File: config.mk
export PLATFORM = sky130hd
export DESIGN_NAME = rv32_mem_arbiter
export DESIGN_NICKNAME = d
export VERILOG_FILES = /design/src/rtl/rv32_mem_arbiter.sv
export SDC_FILE = /design/constraint.sdc
export NUM_CORES = 1
export LEC_CHECK = 0
export ABC_AREA = 0
export BUFFER_PORTS_ARGS = -buffer_cell sky130_fd_sc_hd__buf_2
export CAP_MARGIN = 20
export CELL_PAD_IN_SITES_DETAIL_PLACEMENT = 1
export CELL_PAD_IN_SITES_GLOBAL_PLACEMENT = 1
export CORE_MARGIN = 5
export CORE_UTILIZATION = 18
export CTS_CLUSTER_DIAMETER = 60
export CTS_CLUSTER_SIZE = 20
export DETAILED_ROUTE_END_ITERATION = 7
export GPL_TIMING_DRIVEN = 0
export PLACE_DENSITY = 0.82
export SYNTH_ARGS = -nofsm -noshare
export SYNTH_HDL_FRONTEND = slang
export SYNTH_SLANG_ARGS = --single-unit
File: constraint.sdc
create_clock -name clk_i -period 1.55 [get_ports clk_i]
set_clock_uncertainty 0.05 [all_clocks]
set_input_delay 0 -clock clk_i [delete_from_list [all_inputs] [get_ports clk_i]]
set_output_delay 0 -clock clk_i [all_outputs]
set_load 0.01 [all_outputs]
File: src/rtl/rv32_mem_arbiter.sv
// Two-port (fetch/data) arbiter onto a single shared memory port, one transaction in flight.
// Data wins by default; a fetch denied for STARVE_LIMIT cycles is forced through.
module rv32_mem_arbiter #(
  parameter int unsigned STARVE_LIMIT = 4
) (
  input  logic        clk_i,
  input  logic        rst_ni,

  input  logic        instr_req_i,
  input  logic [31:0] instr_addr_i,
  output logic        instr_gnt_o,
  output logic        instr_rvalid_o,
  output logic [31:0] instr_rdata_o,

  input  logic        data_req_i,
  input  logic        data_we_i,
  input  logic [3:0]  data_be_i,
  input  logic [31:0] data_addr_i,
  input  logic [31:0] data_wdata_i,
  output logic        data_gnt_o,
  output logic        data_rvalid_o,
  output logic [31:0] data_rdata_o,

  output logic        mem_req_o,
  output logic        mem_we_o,
  output logic [3:0]  mem_be_o,
  output logic [31:0] mem_addr_o,
  output logic [31:0] mem_wdata_o,
  input  logic        mem_gnt_i,
  input  logic        mem_rvalid_i,
  input  logic [31:0] mem_rdata_i,

  output logic        busy_o,
  output logic        protocol_err_o
);

  localparam int unsigned SW = (STARVE_LIMIT < 1) ? 1 : $clog2(STARVE_LIMIT + 1);
  localparam logic [SW-1:0] STARVE_MAX = SW'(STARVE_LIMIT);

  typedef enum logic [1:0] {
    IDLE = 2'd0,
    HOLD = 2'd1,
    RESP = 2'd2
  } state_e;

  typedef enum logic {
    OWN_INSTR = 1'b0,
    OWN_DATA  = 1'b1
  } owner_e;

  state_e          state_q;
  owner_e          owner_q;
  owner_e          sel;
  logic            req;
  logic [SW-1:0]   starve_q;
  logic            err_q;

  // Owner selection: live arbitration in IDLE, locked owner while waiting for grant
  always_comb begin
    sel = owner_q;
    req = 1'b0;
    unique case (state_q)
      IDLE: begin
        req = instr_req_i | data_req_i;
        sel = (data_req_i && !(instr_req_i && (starve_q >= STARVE_MAX))) ? OWN_DATA : OWN_INSTR;
      end
      HOLD: begin
        req = 1'b1;
        sel = owner_q;
      end
      default: ;
    endcase
  end

  // Memory-side request mux; fields forced to zero when idle
  always_comb begin
    mem_req_o   = req;
    mem_we_o    = 1'b0;
    mem_be_o    = 4'h0;
    mem_addr_o  = 32'h0;
    mem_wdata_o = 32'h0;
    if (req) begin
      if (sel == OWN_DATA) begin
        mem_we_o    = data_we_i;
        mem_be_o    = data_be_i;
        mem_addr_o  = data_addr_i;
        mem_wdata_o = data_wdata_i;
      end else begin
        mem_be_o    = 4'hF;
        mem_addr_o  = instr_addr_i;
      end
    end
  end

  assign instr_gnt_o    = req & mem_gnt_i & (sel == OWN_INSTR);
  assign data_gnt_o     = req & mem_gnt_i & (sel == OWN_DATA);
  assign instr_rvalid_o = mem_rvalid_i & (state_q == RESP) & (owner_q == OWN_INSTR);
  assign data_rvalid_o  = mem_rvalid_i & (state_q == RESP) & (owner_q == OWN_DATA);
  assign instr_rdata_o  = mem_rdata_i;
  assign data_rdata_o   = mem_rdata_i;
  assign busy_o         = (state_q != IDLE);
  assign protocol_err_o = err_q;

  always_ff @(posedge clk_i) begin
    if (!rst_ni) begin
      state_q  <= IDLE;
      owner_q  <= OWN_INSTR;
      starve_q <= '0;
      err_q    <= 1'b0;
    end else begin
      unique case (state_q)
        IDLE: if (req) begin
          owner_q <= sel;
          state_q <= mem_gnt_i ? RESP : HOLD;
        end
        HOLD: if (mem_gnt_i) state_q <= RESP;
        RESP: if (mem_rvalid_i) state_q <= IDLE;
        default: state_q <= IDLE;
      endcase

      // A response with nothing outstanding is a memory-side protocol violation
      if (mem_rvalid_i && (state_q != RESP)) err_q <= 1'b1;

      if (instr_req_i && !instr_gnt_o) begin
        if (starve_q < STARVE_MAX) starve_q <= starve_q + SW'(1);
      end else begin
        starve_q <= '0;
      end
    end
  end

endmodule

==> metrics.yaml <==
grt_pass1_wl_um: 15600
rsz0062_at_grt: "yes"
insertion_delay_ns: 0.23
die_width_um: 112
initial_core_util_pct: 18.3
grt_max_degree: 11
drt_first_pass_iters: 4
ys_warn_count: 0
clk_pin_slew_ns: 0.04
vdd_ir_drop_max_mv: 0.286
cp.buffers_inverters: 3
final_area_um2: 3980
cp_slowest_cell: "dfxtp_2"
drv_slew: 0
startpoint_type: "register"
register_area_um2: 149
nets: 671
hold_slack_ns: 0.0177
gp_congestion: 0.867
syn_area_um2: 1880
arrival_ns: 1.66
crit_path_max_incr_delay_ns: 0.34
yosysUniqueCellTypes: 28
drive_above_1_share_pct: 76.2
worstSetupPathType: "reg -> out"
cts_htree_levels: 1
p_leak_nw: 2.30
status: "complete, but fails checks"
syn_inst: 260
cts-root-buf: "clkbuf_8"
area_delta_synth_final_pct: 112
max_clock_freq_ghz: 0.585
cp_cell_sequence: "nor2_4 > mux2i_4 > buf_12 > clkbuf_16 > mux2i_1 > buf_2"
fp.dieH_um: 112
dpl_worst_slack_ns: -0.491
critPathTopFamily: "buffers and inverters"
clock-sinks: 7
rows: 37
pin_count: 279
synth_nets: 400
grt_usage_pct: 14.9
hold_viol: 0
drt-wirelength-per-cell_um: 16.1
setup-violations-final: 57
endpoint_kind: "output port"
grt_overflow: 0
drt_iter0_markers: 59
synth_seq_area_share_pct: 7.45
slew_headroom_pct: 77.6
drcViolationCount: 0
antenna_found_initial: 0
cp.required_ns: 1.50
tritoncts: "yes"
cts_buffer_depth: 2
ys_ff_latch: 7
worstMarginPinSlew_ns: 0.335
vias_per_cell: 4.40
wl_um: 10700
crit_fanout: 7
power_mw: 1.97
maxCapViolations: 0
multi_input_area_um2: 1390
hpwl_um: 8590
drtAntennaViolNets: 0
coreArea_um2: 10300
fin_ws_ns: -0.160
min_path_type: "in -> reg"
port_buffers: 246
power_density_nw_per_um2: 495
dieArea_um2: 12600
finalCriticalPeriod_ns: 1.71
dpl_cell_area_um2: 3280
cts_buffers: 3
avgSynthCellArea_um2: 7.23
violations: "setup timing"
min_period_over_period_pct: 110
num-fill-cells: 1315
n_antenna_cell: 0
route.vias.total: 2932
grt_pass1_vias: 3106
## power breakdown
group | internal (mW) | switching [mW] | total [mW]
Sequential | 0.190 | 0.0142 | 0.204
Combinational | 0.801 | 0.699 | 1.50
Clock | 0.179 | 0.0870 | 0.266
Total | 1.17 | 0.801 | 1.97
## worst min-delay path, stage by stage
cell and delay [ns]:
buf_2 0.11, a21oi_1 0.06, nor2b_1 0.09
## flip-flops by register name, summed over array words and instances, names as in the netlist
signal	cells
owner_q	1
protocol_err_o	1
starve_q	3
state_q	2
## logic make-up (layout without fill, tap and decap cells)
logic type | count (synthesis) | after routing | synth area share (%)
AND/OR/NAND/NOR | 113 | 113 | 35.5
buffers and inverters | 91 | 361 | 32.5
multiplexers | 35 | 35 | 18.6
AO/OA/AOI/OAI | 12 | 12 | 4.79
flip-flops | 7 | 7 | 7.45
adder cells (fa/ha/maj) | 1 | 1 | 0.665
XOR/XNOR | 1 | 1 | 0.466
## metal layers
| layer | wire length, um | part of all wire (%) | GRT usage, % | vias to the layer above |
|---|---|---|---|---|
| met5 | 0 | 0 | 0 | - |
| met4 | 101 | 0.94 | 2.80 | 0 |
| met3 | 1010 | 9.4 | 4.10 | 9 |
| met2 | 5800 | 54 | 29.3 | 172 |
| met1 | 3810 | 36 | 15.8 | 1355 |
| li1 | - | - | - | 1396 |
## worst paths after layout
| kind | startpoint | end | slack [ns] | cells past startpoint |
|---|---|---|---|---|
| hold / removal | mem_rvalid_i | protocol_err_o$_SDFFE_PN0P_ | 0.02 | 3 |
| setup / recovery | state_q[1]$_SDFFE_PN0P_ | mem_addr_o[22] | -0.16 | 6 |
| hold reg to reg | protocol_err_o$_SDFFE_PN0P_ | protocol_err_o$_SDFFE_PN0P_ | 0.45 | 2 |
| setup reg to reg | state_q[0]$_SDFFE_PN0P_ | starve_q[1]$_SDFFE_PN0N_ | 0.21 | 3 |
## Yosys cell counts
master,instances,area share (%)
buf_4,68,27
nand3_1,64,17
mux2i_1,35,19
nor3b_1,35,14
buf_2,11,2.9
dfxtp_1,7,7.5
clkbuf_1,6,1.2
o21a_1,5,2.0
buf_1,4,0.80
a211oi_1,3,1.2
nor2_1,3,0.60
inv_1,2,0.40
nand2_1,2,0.40
a21bo_2,1,0.53
a21boi_0,1,0.40
a21boi_1,1,0.40
a21oi_1,1,0.27
and2_1,1,0.33
and3_4,1,0.60
and4b_1,1,0.53
ha_1,1,0.67
nand2b_1,1,0.33
nor2_2,1,0.33
nor2b_1,1,0.33
nor3_1,1,0.27
nor4b_1,1,0.47
or3_1,1,0.33
xor2_1,1,0.47
## placed cells by master (no fill, tap or decap), drive strengths merged, types with 2 or more instances in the layout
master / instances
nor3b: 35
inv: 2
buf: 343
clkbuf: 14
a211oi: 3
dlygate4sd3: 2
dfxtp: 7
nand3: 64
o21a: 5
a21boi: 2
mux2i: 35
nor2: 4
nand2: 2
## repair_timing
item | 4_1_cts | 5_1_grt
setup buffers | 5 | 7
setup endpoints to repair | 74 | 70
pin swaps | 2 | 12
hold buffers | 2 | 0
cloned | 3 | 3
gates resized for setup | 72 | 44
hold endpoints to repair | 2 | 0
## final cells by class
class                           instances  share of cell area [%]
Clock buffer                            4                    1.13
Buffer                                 89                    18.4
Tap cell                              136                    4.28
Multi-Input combinational cell        162                    34.9
Timing Repair Buffer                  266                    37.4
Sequential cell                         7                    3.74
Inverter                                2                   0.189
## through the flow
| stage | cells | util (%) | setup TNS, ns |
|---|---|---|---|
| 2_1_floorplan | 260 | - | 0 |
| 5_1_grt | 666 | 38.7 | -11.03 |
| 4_1_cts | 656 | 36.0 | -7.38 |
| 3_5_place_dp | 642 | 31.9 | -18.96 |
| 3_3_place_gp | 642 | 31.9 | -17.42 |
| 6_report | 666 | 38.7 | -5.06 |
(Power assumes the default switching activity.)
